$ cat config.mk
export PLATFORM = sky130hd
export DESIGN_NAME = mem_stage
export DESIGN_NICKNAME = d
export VERILOG_FILES = /design/src/rtl/mem_stage.sv
export SDC_FILE = /design/constraint.sdc
export NUM_CORES = 1
export LEC_CHECK = 0
export CORE_ASPECT_RATIO = 2
export CORE_MARGIN = 2
export CORE_UTILIZATION = 25
export DETAILED_ROUTE_END_ITERATION = 8
export GPL_ROUTABILITY_DRIVEN = 1
export GPL_TIMING_DRIVEN = 0
export PLACE_DENSITY = 0.66
export SLEW_MARGIN = 20
export SYNTH_ARGS = -nofsm -noshare
export SYNTH_HDL_FRONTEND = slang
export SYNTH_SLANG_ARGS = --single-unit
$ cat constraint.sdc
create_clock -name clk -period 2.1 [get_ports clk]
set_input_delay 0.525 -clock clk [delete_from_list [all_inputs] [get_ports clk]]
set_output_delay 0.525 -clock clk [all_outputs]
set_load 0.02 [all_outputs]
$ cat src/rtl/mem_stage.sv
// Memory-stage controller: issues one data-memory access at a time, stalls the
// pipeline while it is outstanding and flags illegal accesses and timeouts.
module mem_stage #(
  parameter int TIMEOUT = 64
) (
  input  logic        clk,
  input  logic        rst,
  input  logic [15:0] aluResIn,
  input  logic [15:0] writeDataIn,
  input  logic        MemReadIn,
  input  logic        MemWriteIn,
  input  logic        MemToRegIn,
  input  logic        RegWriteIn,
  input  logic [2:0]  writeRegIn,
  input  logic        writeRegValidIn,
  output logic        memReq,
  output logic        memWe,
  output logic [15:0] memAddr,
  output logic [15:0] memWdata,
  input  logic [15:0] memRdata,
  input  logic        memDone,
  output logic        stall,
  output logic [15:0] memDataOut,
  output logic [15:0] aluResOut,
  output logic [2:0]  writeRegOut,
  output logic        MemToRegOut,
  output logic        RegWriteOut,
  output logic        MemReadOut,
  output logic        writeRegValidOut,
  output logic        errOut
);

  typedef enum logic [1:0] {
    IDLE = 2'd0,
    WAIT = 2'd1,
    RESP = 2'd2
  } state_t;

  localparam logic [7:0] LAST_WAIT = 8'(TIMEOUT - 1);

  state_t      state;
  state_t      state_next;
  logic [7:0]  wait_count;
  logic [15:0] data_reg;
  logic        err_reg;
  logic        access;
  logic        illegal;
  logic        timed_out;
  logic        drop_illegal;

  assign access       = MemReadIn | MemWriteIn;
  assign illegal      = (MemReadIn & MemWriteIn) | (access & aluResIn[0]);
  assign drop_illegal = (state == IDLE) && access && illegal;
  assign timed_out    = (state == WAIT) && !memDone && (wait_count == LAST_WAIT);

  assign memAddr  = aluResIn;
  assign memWdata = writeDataIn;
  assign errOut   = err_reg;

  always_ff @(posedge clk) begin
    if (rst) begin
      state      <= IDLE;
      wait_count <= 8'd0;
      data_reg   <= 16'h0000;
      err_reg    <= 1'b0;
    end else begin
      state <= state_next;
      // The counter sits at zero outside WAIT so every access starts a fresh count.
      if (state == WAIT) begin
        wait_count <= wait_count + 8'd1;
        if (memDone) begin
          data_reg <= memRdata;
        end
      end else begin
        wait_count <= 8'd0;
      end
      if (drop_illegal || timed_out) begin
        err_reg <= 1'b1;
      end
    end
  end

  always_comb begin
    state_next       = state;
    memReq           = 1'b0;
    memWe            = 1'b0;
    stall            = 1'b0;
    memDataOut       = 16'h0000;
    aluResOut        = 16'h0000;
    writeRegOut      = 3'd0;
    MemToRegOut      = 1'b0;
    RegWriteOut      = 1'b0;
    MemReadOut       = 1'b0;
    writeRegValidOut = 1'b0;

    case (state)
      IDLE: begin
        if (!access) begin
          aluResOut        = aluResIn;
          writeRegOut      = writeRegIn;
          MemToRegOut      = MemToRegIn;
          RegWriteOut      = RegWriteIn;
          MemReadOut       = MemReadIn;
          writeRegValidOut = writeRegValidIn;
        end else if (!illegal) begin
          memReq     = 1'b1;
          memWe      = MemWriteIn;
          stall      = 1'b1;
          state_next = WAIT;
        end
      end
      WAIT: begin
        // A timeout drops to IDLE while still stalled, so the held instruction re-issues.
        stall = 1'b1;
        if (memDone) begin
          state_next = RESP;
        end else if (wait_count == LAST_WAIT) begin
          state_next = IDLE;
        end
      end
      RESP: begin
        aluResOut        = aluResIn;
        writeRegOut      = writeRegIn;
        MemToRegOut      = MemToRegIn;
        RegWriteOut      = RegWriteIn;
        MemReadOut       = MemReadIn;
        writeRegValidOut = writeRegValidIn;
        memDataOut       = MemReadIn ? data_reg : 16'h0000;
        state_next       = IDLE;
      end
      default: begin
        state_next = IDLE;
      end
    endcase
  end

endmodule

==> results of run 1 <==
[layout make-up]
class / count / share of cell area (%)
plain buffers: 41 / 10.53
clock buffers: 3 / 2.621
multi-input cells: 131 / 26.47
flip-flops and latches: 27 / 19.05
inverters: 2 / 0.2621
well taps: 84 / 3.670
clock inverters: 1 / 0.1747
repair buffers: 121 / 37.22
[cells by family (layout without fill, tap and decap cells)]
| kind of cell | count (synthesis) | in the layout |
|---|---|---|
| and+or+nand+nor | 98 | 98 |
| buffers and inverters | 44 | 168 |
| AOI/OAI and AO/OA | 27 | 27 |
| DFF | 27 | 27 |
| xor gates and xnor gates | 4 | 4 |
| adders and majority gates | 2 | 2 |
[critical path, delay by kind of cell]
family          cells  cell delay (ns)
buf+inv             3             0.47
compound gates      1             0.22
simple gates        2             0.31
[path summary, 6_finish.rpt]
path / start / slack (ns) / cells past startpoint / to
setup / recovery: MemWriteIn / 0.05 / 6 / writeRegOut[2]
setup reg to reg: wait_count[0]$_SDFF_PP0_ / 0.68 / 4 / errOut$_SDFFE_PP0P_
hold reg to reg: data_reg[8]$_SDFFE_PP0N_ / 0.45 / 2 / data_reg[8]$_SDFFE_PP0N_
hold / removal: data_reg[8]$_SDFFE_PP0N_ / 0.45 / 2 / data_reg[8]$_SDFFE_PP0N_
[report_power, final]
part | internal [mW] | switching, mW | total (mW)
sequential | 0.525 | 0.00856 | 0.534
combinational | 0.217 | 0.176 | 0.393
clock | 0.257 | 0.173 | 0.430
total | 0.999 | 0.357 | 1.36
[timing repair]
| action | CTS | global route |
|---|---|---|
| pin swaps | 2 | 1 |
| cloned | 2 | 0 |
| setup buffers | 2 | 0 |
| endpoints found under the setup margin | 58 | 32 |
| gates resized for setup | 147 | 13 |
[layout by cell type (no fill, tap or decap), types with 2 or more instances in the layout]
cell	instances
clkdlybuf4s50_1	56
a21oi_1	21
inv_1	2
o21ai_0	4
xor2_1	3
clkbuf_16	3
and2_1	37
dfxtp_1	25
clkbuf_2	2
dlygate4sd2_1	31
buf_2	21
clkdlybuf4s15_1	5
buf_4	38
clkbuf_1	2
nand3b_1	2
clkbuf_8	2
nand2_1	35
nand3_2	2
nor2_1	7
[per-layer routing]
metal,vias to the layer above,part of all wire (%),track usage (%)
li1,865,-,-
met1,766,31,11.66
met2,92,57,27.90
met3,5,10,3.987
met4,0,1.1,4.000
met5,-,0,0
==> summary.md, run 1 <==
| Metric | Value |
|---|---|
| Synth Area in Adders | 1.433% |
| First-pass GRT wire length | 7217 um |
| Root Buffer | clkbuf_16 |
| Setup Viol. Count Final | 0 |
| Outcome | finished clean |
| CP required | 1.57 ns |
| Worst-path clk slew | 0.06 ns |
| Cell Chain, Critical Path | buf_2 -> o21ba_4 -> nor2_4 -> clkbuf_8 -> and2_1 -> buf_2 |
| Worst skew pair latency | 0.26 ns |
| Gate Count Post-Synth | 202 |
| Post-Place Cell Area | 0.002848 mm^2 |
| Combinational family with the most area after synthesis | simple AND/OR/NAND/NOR gates |
| Post-synthesis sequential area ratio | 34.39% |
| Routed vias | 1,728 |
| Setup TNS | 0 ns |
| Post-synth top area cell | dfxtp_1 |
| Area share of the largest cell type after synthesis | 34.39% |
| Final min period | 2.051 ns |
| Max-slew violation total from the final report | 0 |
| Num CTS Buffers | 3 |
| CTS hold repair buffers | 0 |
| Max FFs per register | 16 |
| Initial antenna violation count | 0 |
| H-tree lvl count | 1 |
| Total Nets Final | 387 |
| Largest cells by area after synthesis | dfxtp_1 (34%), buf_4 (15%), and2_1 (15%) |
| Worst setup margin | 0.04933 ns |
| Synth Area in Simple Gates | 34.32% |
| Overall routed net length | 4916 um |
| Crit path DAT | 1.53 ns |
| Type of origin of the critical path | input port |
| Most frequent CP cell | buf_2 |
| Port bufs | 117 |
| LEAKAGE | 1.290 nW |
| Die Height | 116.1 um |
| Mapped Area | 0.001572 mm^2 |
| Measured slew at the worst slew-check pin | 0.4664 ns |
| Remaining Overflow, GRT | 0 |
| IO Count | 134 |
| Post-synth EDFFs | 0 |
| Peak supply drop | 0.0003368 V |
| Unique cell type count in the Yosys netlist | 32 |
| Row count | 40 |
| ANT nets after route | 0 |
| Synth Flop Type | dfxtp_1 |
| DR iter-0 viols | 20 |
| Tot GR Track Use | 13.61% |
| Clock Sinks | 27 |
| Commonest cells post-synth | and2_1 (38), nand2_1 (35), buf_4 (32) |
| Fin crit share | 97.65% |
| Drc violations | 0 |
| Power, Total | 1.357 mW |
| DR pass1 iterations | 4 |
| Largest net degree at the start of global routing | 16 |
| Crit path max fanout | 6 |
| # diodes | 0 |
| Cells after DPL | 403 |
| Syn Nets | 262 |
| Core area | 0.006056 mm^2 |
| Reg area | 545.5 um^2 |
| Design area | 0.002864 mm^2 |
| Most frequent cell after synthesis | and2_1 |
| Count of final hold-check violations | 0 |
| CP Capture Type | output port |
| Die W | 60.06 um |
| Slowest-stage cell, CP | o21ba_4 |
| Complex-gate fraction of the synthesized area | 9.156% |
| DIE AREA | 0.006974 mm^2 |
| Yosys warning count | 0 |
| Avg Cell Area, Syn | 7.780 um^2 |
| CP peak stage delay | 0.22 ns |
| Relative slew margins | 68.91% |
| DP HPWL | 3926 um |
| Area delta synth->final | 82.25% |
| Asr flop ratio synth | 0% |
| RSZ-0062 raised after global routing | no |
| F_max | 0.4876 GHz |
| Final core utilization | 47.29% |
| CTS tree | yes |
| Post-synthesis mux area share | 0% |
| XOR/XNOR Fraction of Synth Area | 2.229% |
| Max Cap Viol | 0 |
| Gpl congestion | 0.7273 |
| Vias per cell | 4.215 |
| Place WS | -1.071 ns |
| Buffer depth of the longest clock path | 2 |
| Power Density | 473.7 mW/mm^2 |
| Post-Route Skew | 0.002775 ns |
| CP Class | input port to output port |
| Area taken by multi-input logic gates | 758.2 um^2 |
| Routed wire length per instance | 11.99 um |
| Share of cells above drive strength 1 | 25.15% |
| Number of global-route vias before repair | 1,587 |
| Class of the worst hold path | flop to flop |
| Fin Hold WS | 0.4490 ns |
| Filler Cell Count | 640 |
| Synth Register Bits | 27 |
| Starting density of the core | 25.95% |
| Final non-filler cell total | 410 |
No activity file was read; power rests on OpenSTA's default activity.
==> inputs of run 2 (changes only) <==
- CORE_MARGIN: 2 -> 3
==> run 2 against run 1 <==
  * Critical path depth up 1
  * First-iteration DRC count unchanged
  * Clock power about the same
  * Non-clock buffer count unchanged
  * Design area up 0.52%
  * Largest power group unchanged
  * Via count down 2.8%
  * Highest routed layer unchanged
==> summary.md, run 2 (synthesized netlist as in run 1, its figures left out) <==
| Metric | Value |
|---|---|
| Class of the worst hold path | flop to flop (unchanged) |
| Gpl congestion | 0.7404 (was 0.7273) |
| CP required | 1.57 ns (about the same) |
| H-tree lvl count | 1 (unchanged) |
| Port bufs | 117 (unchanged) |
| Measured slew at the worst slew-check pin | 0.5082 ns (was 0.4664 ns) |
| Drc violations | 0 (unchanged) |
| Largest net degree at the start of global routing | 16 (unchanged) |
| Crit path DAT | 1.52 ns (was 1.53 ns) |
| Vias per cell | 4.095 (was 4.215) |
| Max Cap Viol | 0 (unchanged) |
| Share of cells above drive strength 1 | 31.60% (was 25.15%) |
| Filler Cell Count | 645 (was 640) |
| DR iter-0 viols | 20 (unchanged) |
| Overall routed net length | 5011 um (was 4916 um) |
| Peak supply drop | 0.0003261 V (was 0.0003368 V) |
| Core area | 0.006056 mm^2 (unchanged) |
| Hold Path Origin | data_reg[3]$_SDFFE_PP0N_ (was data_reg[8]$_SDFFE_PP0N_) |
| Count of final hold-check violations | 0 (unchanged) |
| Worst R2R Start | wait_count[0]$_SDFF_PP0_ (unchanged) |
| # diodes | 0 (unchanged) |
| Post-Route Skew | 0.002780 ns (was 0.002775 ns) |
| Root Buffer | clkbuf_16 (unchanged) |
| Area delta synth->final | 83.20% (was 82.25%) |
| Tot GR Track Use | 13.35% (was 13.61%) |
| CTS tree | yes (unchanged) |
| Power, Total | 1.368 mW (was 1.357 mW) |
| F_max | 0.4891 GHz (was 0.4876 GHz) |
| Relative slew margins | 66.12% (was 68.91%) |
| Family with the most delay on the worst path | buffers and inverters (unchanged) |
| Crit path max fanout | 5 (was 6) |
| CTS hold repair buffers | 0 (unchanged) |
| Worst-path clk slew | 0.06 ns (about the same) |
| CP peak stage delay | 0.22 ns (about the same) |
| Slowest-stage cell, CP | o21ba_4 (unchanged) |
| DIE AREA | 0.007331 mm^2 (was 0.006974 mm^2) |
| Max FFs per register | 16 (unchanged) |
| LEAKAGE | 1.273 nW (was 1.290 nW) |
| Fin crit share | 97.36% (was 97.65%) |
| Cell Chain, Critical Path | buf_2 -> o21ba_4 -> nor2_4 -> buf_6 -> clkbuf_8 -> and2_4 -> buf_6 (was buf_2 -> o21ba_4 -> nor2_4 -> clkbuf_8 -> and2_1 -> buf_2) |
| Commonest non-fill, non-tap cell in the layout | clkdlybuf4s50_1 (unchanged) |
| Die Height | 118.1 um (was 116.1 um) |
| Reg2reg setup slack | 0.67 ns (was 0.68 ns) |
| Outcome | finished clean (unchanged) |
| Remaining Overflow, GRT | 0 (unchanged) |
| Most frequent CP cell | buf_6 (was buf_2) |
| CP bufs+invs | 4 (was 3) |
| Power Density | 475.2 mW/mm^2 (was 473.7 mW/mm^2) |
| Cell depth of the worst setup path | 7 (was 6) |
| Worst skew pair latency | 0.26 ns (about the same) |
| Setup TNS | 0 ns (unchanged) |
| CP Class | input port to output port (unchanged) |
| Row count | 40 (unchanged) |
| Starting density of the core | 25.95% (unchanged) |
| Number of global-route vias before repair | 1,592 (was 1,587) |
| Initial antenna violation count | 0 (unchanged) |
| Routed wire length per instance | 12.22 um (was 11.99 um) |
| DR pass1 iterations | 2 (was 4) |
| CP endpoint | aluResOut[2] (was writeRegOut[2]) |
| Buffer depth of the longest clock path | 2 (unchanged) |
| CP Launch Point | MemWriteIn (unchanged) |
| Total Nets Final | 387 (unchanged) |
| Final min period | 2.045 ns (was 2.051 ns) |
| Commonest non-fill, non-tap cells in the layout | clkdlybuf4s50_1 (56), buf_4 (40), nand2_1 (35), and2_1 (32) (was clkdlybuf4s50_1 (56), buf_4 (38), and2_1 (37), nand2_1 (35), dlygate4sd2_1 (31)) |
| IO Count | 134 (unchanged) |
| Die W | 62.06 um (was 60.06 um) |
| First-pass GRT wire length | 7548 um (was 7217 um) |
| Worst reg2reg endpoint | errOut$_SDFFE_PP0P_ (unchanged) |
| CP Capture Type | output port (unchanged) |
| Cells on worst reg2reg path | 4 (unchanged) |
| Setup Viol. Count Final | 0 (unchanged) |
| Max-slew violation total from the final report | 0 (unchanged) |
| DP HPWL | 3982 um (was 3926 um) |
| Clock Sinks | 27 (unchanged) |
| Type of origin of the critical path | input port (unchanged) |
| RSZ-0062 raised after global routing | yes (was no) |
| Routed vias | 1,679 (was 1,728) |
| Num CTS Buffers | 3 (unchanged) |
| ANT nets after route | 0 (unchanged) |
-- run 2: layout make-up --
cell class | instances | area (um^2) | share of cell area (%)
tap | 84 | 105.1 | 3.651
buffer | 41 | 301.5 | 10.47
clock inverter | 1 | 5.005 | 0.1738
sequential | 27 | 541.8 | 18.82
clock buffer | 3 | 75.07 | 2.608
inverter | 2 | 7.507 | 0.2608
timing repair buffer | 121 | 1072 | 37.24
multi-input combinational | 131 | 770.7 | 26.77
-- run 2: repair_timing --
item	4_1_cts	5_1_grt
setup buffers	3	0
setup endpoints to repair	58	9
endpoints found under the hold margin	0	0
resized for setup	206	10
pin swaps	1	0
gates cloned	1	0
-- run 2: worst min path at each step --
stage                               endpoint  slack [ns]  cells after the start
floorplan           wait_count[0]$_SDFF_PP0_        0.43                      1
global placement    data_reg[3]$_SDFFE_PP0N_        0.44                      2
detailed placement  data_reg[3]$_SDFFE_PP0N_        0.44                      2
CTS                 data_reg[3]$_SDFFE_PP0N_        0.45                      2
global route        data_reg[4]$_SDFFE_PP0N_        0.47                      2
finish              data_reg[3]$_SDFFE_PP0N_        0.45                      2
-- run 2: per-layer routing --
metal,vias to the layer above,wire length [um],global-route usage [%]
li1,863,-,-
met1,731,1635,13.04
met2,81,2868,26.43
met3,4,459,1.866
met4,0,48,3.187
met5,-,0,0
-- run 2: power by group --
part | leakage [nW] | switching, mW | total [mW] | internal, mW
Clock | 0.0409 | 0.172 | 0.428 | 0.257
Sequential | 0.219 | 0.00874 | 0.535 | 0.526
Combinational | 1.01 | 0.178 | 0.405 | 0.227
-- run 2: metrics by stage --
stage	util [%]	cell area [um^2]	hold WS [ns]	worst slack [ns]	std cells
after floorplan	-	1572	0.4288	0.2559	202
after global placement	47.02	2848	0.4370	-1.003	403
after detailed placement	47.02	2848	0.4422	-1.010	403
after CTS	47.07	2850	0.4520	0.03969	410
after global routing	47.54	2879	0.4684	-0.0006668	410
final	47.54	2879	0.4492	0.05538	410
-- run 2: worst reg2reg max path, cell delays in order (launching register included) --
cell and delay [ns]:
dfxtp_1 0.37, ha_1 0.26, nand4bb_1 0.15, or4_1 0.42, a21oi_1 0.16
==> inputs of run 3 (changes only) <==
- CORE_UTILIZATION: 25 -> 34
- PLACE_DENSITY: 0.66 -> 0.85
==> run 3 against run 2 <==
  * Clock skew decreased by 0.0013 ns
  * Utilization increased by 15 points
  * Total power decreased by 11%
  * Worst setup slack improved by 0.0013 ns
  * Maximum frequency about the same
  * Final cell count decreased by 7.6%
  * Register-to-register slack improved by 0.04 ns
  * Critical path type unchanged
  * Critical endpoint is now aluResOut[4]
==> summary.md, run 3 (synthesized netlist as in run 1, its figures left out) <==
| Metric | Value |
|---|---|
| Cells after DPL | 373 (was 403) |
| Reg2reg setup slack | 0.71 ns (was 0.67 ns) |
| Class of the worst hold path | flop to flop (unchanged) |
| Initial antenna violation count | 0 (unchanged) |
| Worst hold endpoint | data_reg[14]$_SDFFE_PP0N_ (was data_reg[3]$_SDFFE_PP0N_) |
| Total Nets Final | 386 (was 387) |
| Hold Path Origin | data_reg[14]$_SDFFE_PP0N_ (was data_reg[3]$_SDFFE_PP0N_) |
| Die W | 54.08 um (was 62.06 um) |
| Fin crit share | 97.30% (was 97.36%) |
| CTS tree | yes (unchanged) |
| Starting density of the core | 35.52% (was 25.95%) |
| Crit path DAT | 1.52 ns (about the same) |
| # diodes | 0 (unchanged) |
| Die Height | 102.1 um (was 118.1 um) |
| Post-Route Skew | 0.001455 ns (was 0.002780 ns) |
| Count of final hold-check violations | 0 (unchanged) |
| Num CTS Buffers | 3 (unchanged) |
| Largest net degree at the start of global routing | 15 (was 16) |
| Filler Cell Count | 422 (was 645) |
| Number of global-route vias before repair | 1,655 (was 1,592) |
| Worst-path clk slew | 0.09 ns (was 0.06 ns) |
| Cells on worst reg2reg path | 4 (unchanged) |
| Commonest non-fill, non-tap cell in the layout | clkdlybuf4s50_1 (unchanged) |
| Setup Viol. Count Final | 0 (unchanged) |
| Buffer depth of the longest clock path | 2 (unchanged) |
| Type of origin of the critical path | input port (unchanged) |
| F_max | 0.4894 GHz (was 0.4891 GHz) |
| Relative slew margins | 69.46% (was 66.12%) |
| Max-slew violation total from the final report | 0 (unchanged) |
| DP HPWL | 4068 um (was 3982 um) |
| Worst reg2reg endpoint | errOut$_SDFFE_PP0P_ (unchanged) |
| First-pass GRT wire length | 7341 um (was 7548 um) |
| Clock Sinks | 27 (unchanged) |
| Root Buffer | clkbuf_8 (was clkbuf_16) |
| Share of cells above drive strength 1 | 27.38% (was 31.60%) |
| Fin Hold WS | 0.4520 ns (was 0.4492 ns) |
| Max Cap Viol | 0 (unchanged) |
| Final min period | 2.043 ns (was 2.045 ns) |
| Commonest non-fill, non-tap cells in the layout | clkdlybuf4s50_1 (56), buf_4 (38), and2_1 (37), nand2_1 (35), dlygate4sd2_1 (28) (was clkdlybuf4s50_1 (56), buf_4 (40), nand2_1 (35), and2_1 (32)) |
| RSZ-0062 raised after global routing | no (was yes) |
| Routed vias | 1,692 (was 1,679) |
| Measured slew at the worst slew-check pin | 0.4582 ns (was 0.5082 ns) |
| Worst skew pair latency | 0.26 ns (about the same) |
| CTS hold repair buffers | 0 (unchanged) |
| Outcome | finished clean (unchanged) |
| Gpl congestion | 0.7781 (was 0.7404) |
| CP Class | input port to output port (unchanged) |
| Worst R2R Start | wait_count[0]$_SDFF_PP0_ (unchanged) |
| LEAKAGE | 1.263 nW (was 1.273 nW) |
| Area delta synth->final | 76.11% (was 83.20%) |
| DR pass1 iterations | 4 (was 2) |
| Final non-filler cell total | 379 (was 410) |
| Final core utilization | 62.56% (was 47.54%) |
| CP Capture Type | output port (unchanged) |
| DIE AREA | 0.005523 mm^2 (was 0.007331 mm^2) |
| DR iter-0 viols | 10 (was 20) |
| Vias per cell | 4.464 (was 4.095) |
| Max FFs per register | 16 (unchanged) |
| Power Density | 439.3 mW/mm^2 (was 475.2 mW/mm^2) |
| Overall routed net length | 4969 um (was 5011 um) |
| Routed wire length per instance | 13.11 um (was 12.22 um) |
| ANT nets after route | 0 (unchanged) |
| H-tree lvl count | 1 (unchanged) |
| Core area | 0.004424 mm^2 (was 0.006056 mm^2) |
| CP required | 1.57 ns (about the same) |
| IO Count | 134 (unchanged) |
| Port bufs | 117 (unchanged) |
| Hold Path Stages | 2 (unchanged) |
| Remaining Overflow, GRT | 0 (unchanged) |
| Crit path max fanout | 5 (unchanged) |
| Drc violations | 0 (unchanged) |
| Tot GR Track Use | 17.76% (was 13.35%) |
| Peak supply drop | 0.0004321 V (was 0.0003261 V) |
| Row count | 34 (was 40) |
-- run 3: changes by cell type in the layout (fill, tap and decap cells not counted), moves of 2 or more --
cell	previous run	this run
dlygate4sd2_1	19	28
clkbuf_16	3	0
clkdlybuf4s15_2	6	1
and2_1	32	37
clkbuf_8	3	6
buf_4	40	38
and2_4	6	1
buf_6	7	5
-- run 3: power breakdown --
group	switching [mW]	internal, mW
Clock	0.148	0.136
Combinational	0.177	0.221
Sequential	0.00865	0.526
-- run 3: cell type report --
class                           count  area, um^2  share of cell area [%]
Buffer                             41       305.3                   11.03
Clock buffer                        4       45.04                   1.627
Inverter                            2       7.507                  0.2712
Multi-Input combinational cell    131       758.2                   27.40
Sequential cell                    27       543.0                   19.62
Tap cell                           54       67.56                   2.441
Timing Repair Buffer              120        1041                   37.61
-- run 3: timing repair --
| action | in CTS | in global routing |
|---|---|---|
| resized for setup | 181 | 6 |
| endpoints found under the hold margin | 0 | 0 |
| pin swaps | 2 | 1 |
| cloned | 1 | 0 |
| buffers inserted | 2 | 0 |
| setup endpoints to repair | 58 | 6 |
-- run 3: per-stage QoR --
| stage | setup TNS, ns | area [um^2] | setup WS, ns | power [mW] |
|---|---|---|---|---|
| 6_report | 0 | 2768 | 0.05672 | 1.216 |
| 5_1_grt | 0 | 2768 | 0.01101 | 1.278 |
| 4_1_cts | 0 | 2771 | 0.01329 | 1.230 |
| 3_5_place_dp | -38.41 | 2810 | -1.010 | 0.9571 |
| 3_3_place_gp | -37.51 | 2810 | -0.9967 | 0.9519 |
| 2_1_floorplan | 0 | 1572 | 0.2559 | 0.7349 |
-- run 3: worst max path at each step --
stage	from	to	slack [ns]	depth (start not counted)
3_5_place_dp	MemReadIn	aluResOut[2]	-1.01	6
4_1_cts	MemWriteIn	aluResOut[10]	0.01	6
3_3_place_gp	MemReadIn	aluResOut[8]	-1.0	6
2_1_floorplan	MemWriteIn	MemToRegOut	0.26	4
5_1_grt	MemWriteIn	aluResOut[7]	0.01	7
6_report	MemWriteIn	aluResOut[4]	0.06	7
-- run 3: critical path, cell delays in order --
cell	delay [ns]
buf_2	0.13
o21ba_4	0.22
nor2_4	0.14
buf_6	0.12
clkbuf_8	0.13
and2_1	0.14
buf_6	0.12
-- run 3: per-layer routing --
layer,GRT usage [%],wire (um),part of all wire [%],up-vias
met2,36.82,2939,59,87
met1,15.25,1465,29,740
met4,5.374,72,1.4,0
met5,0,0,0,-
met3,3.942,491,9.9,6
li1,-,-,-,859
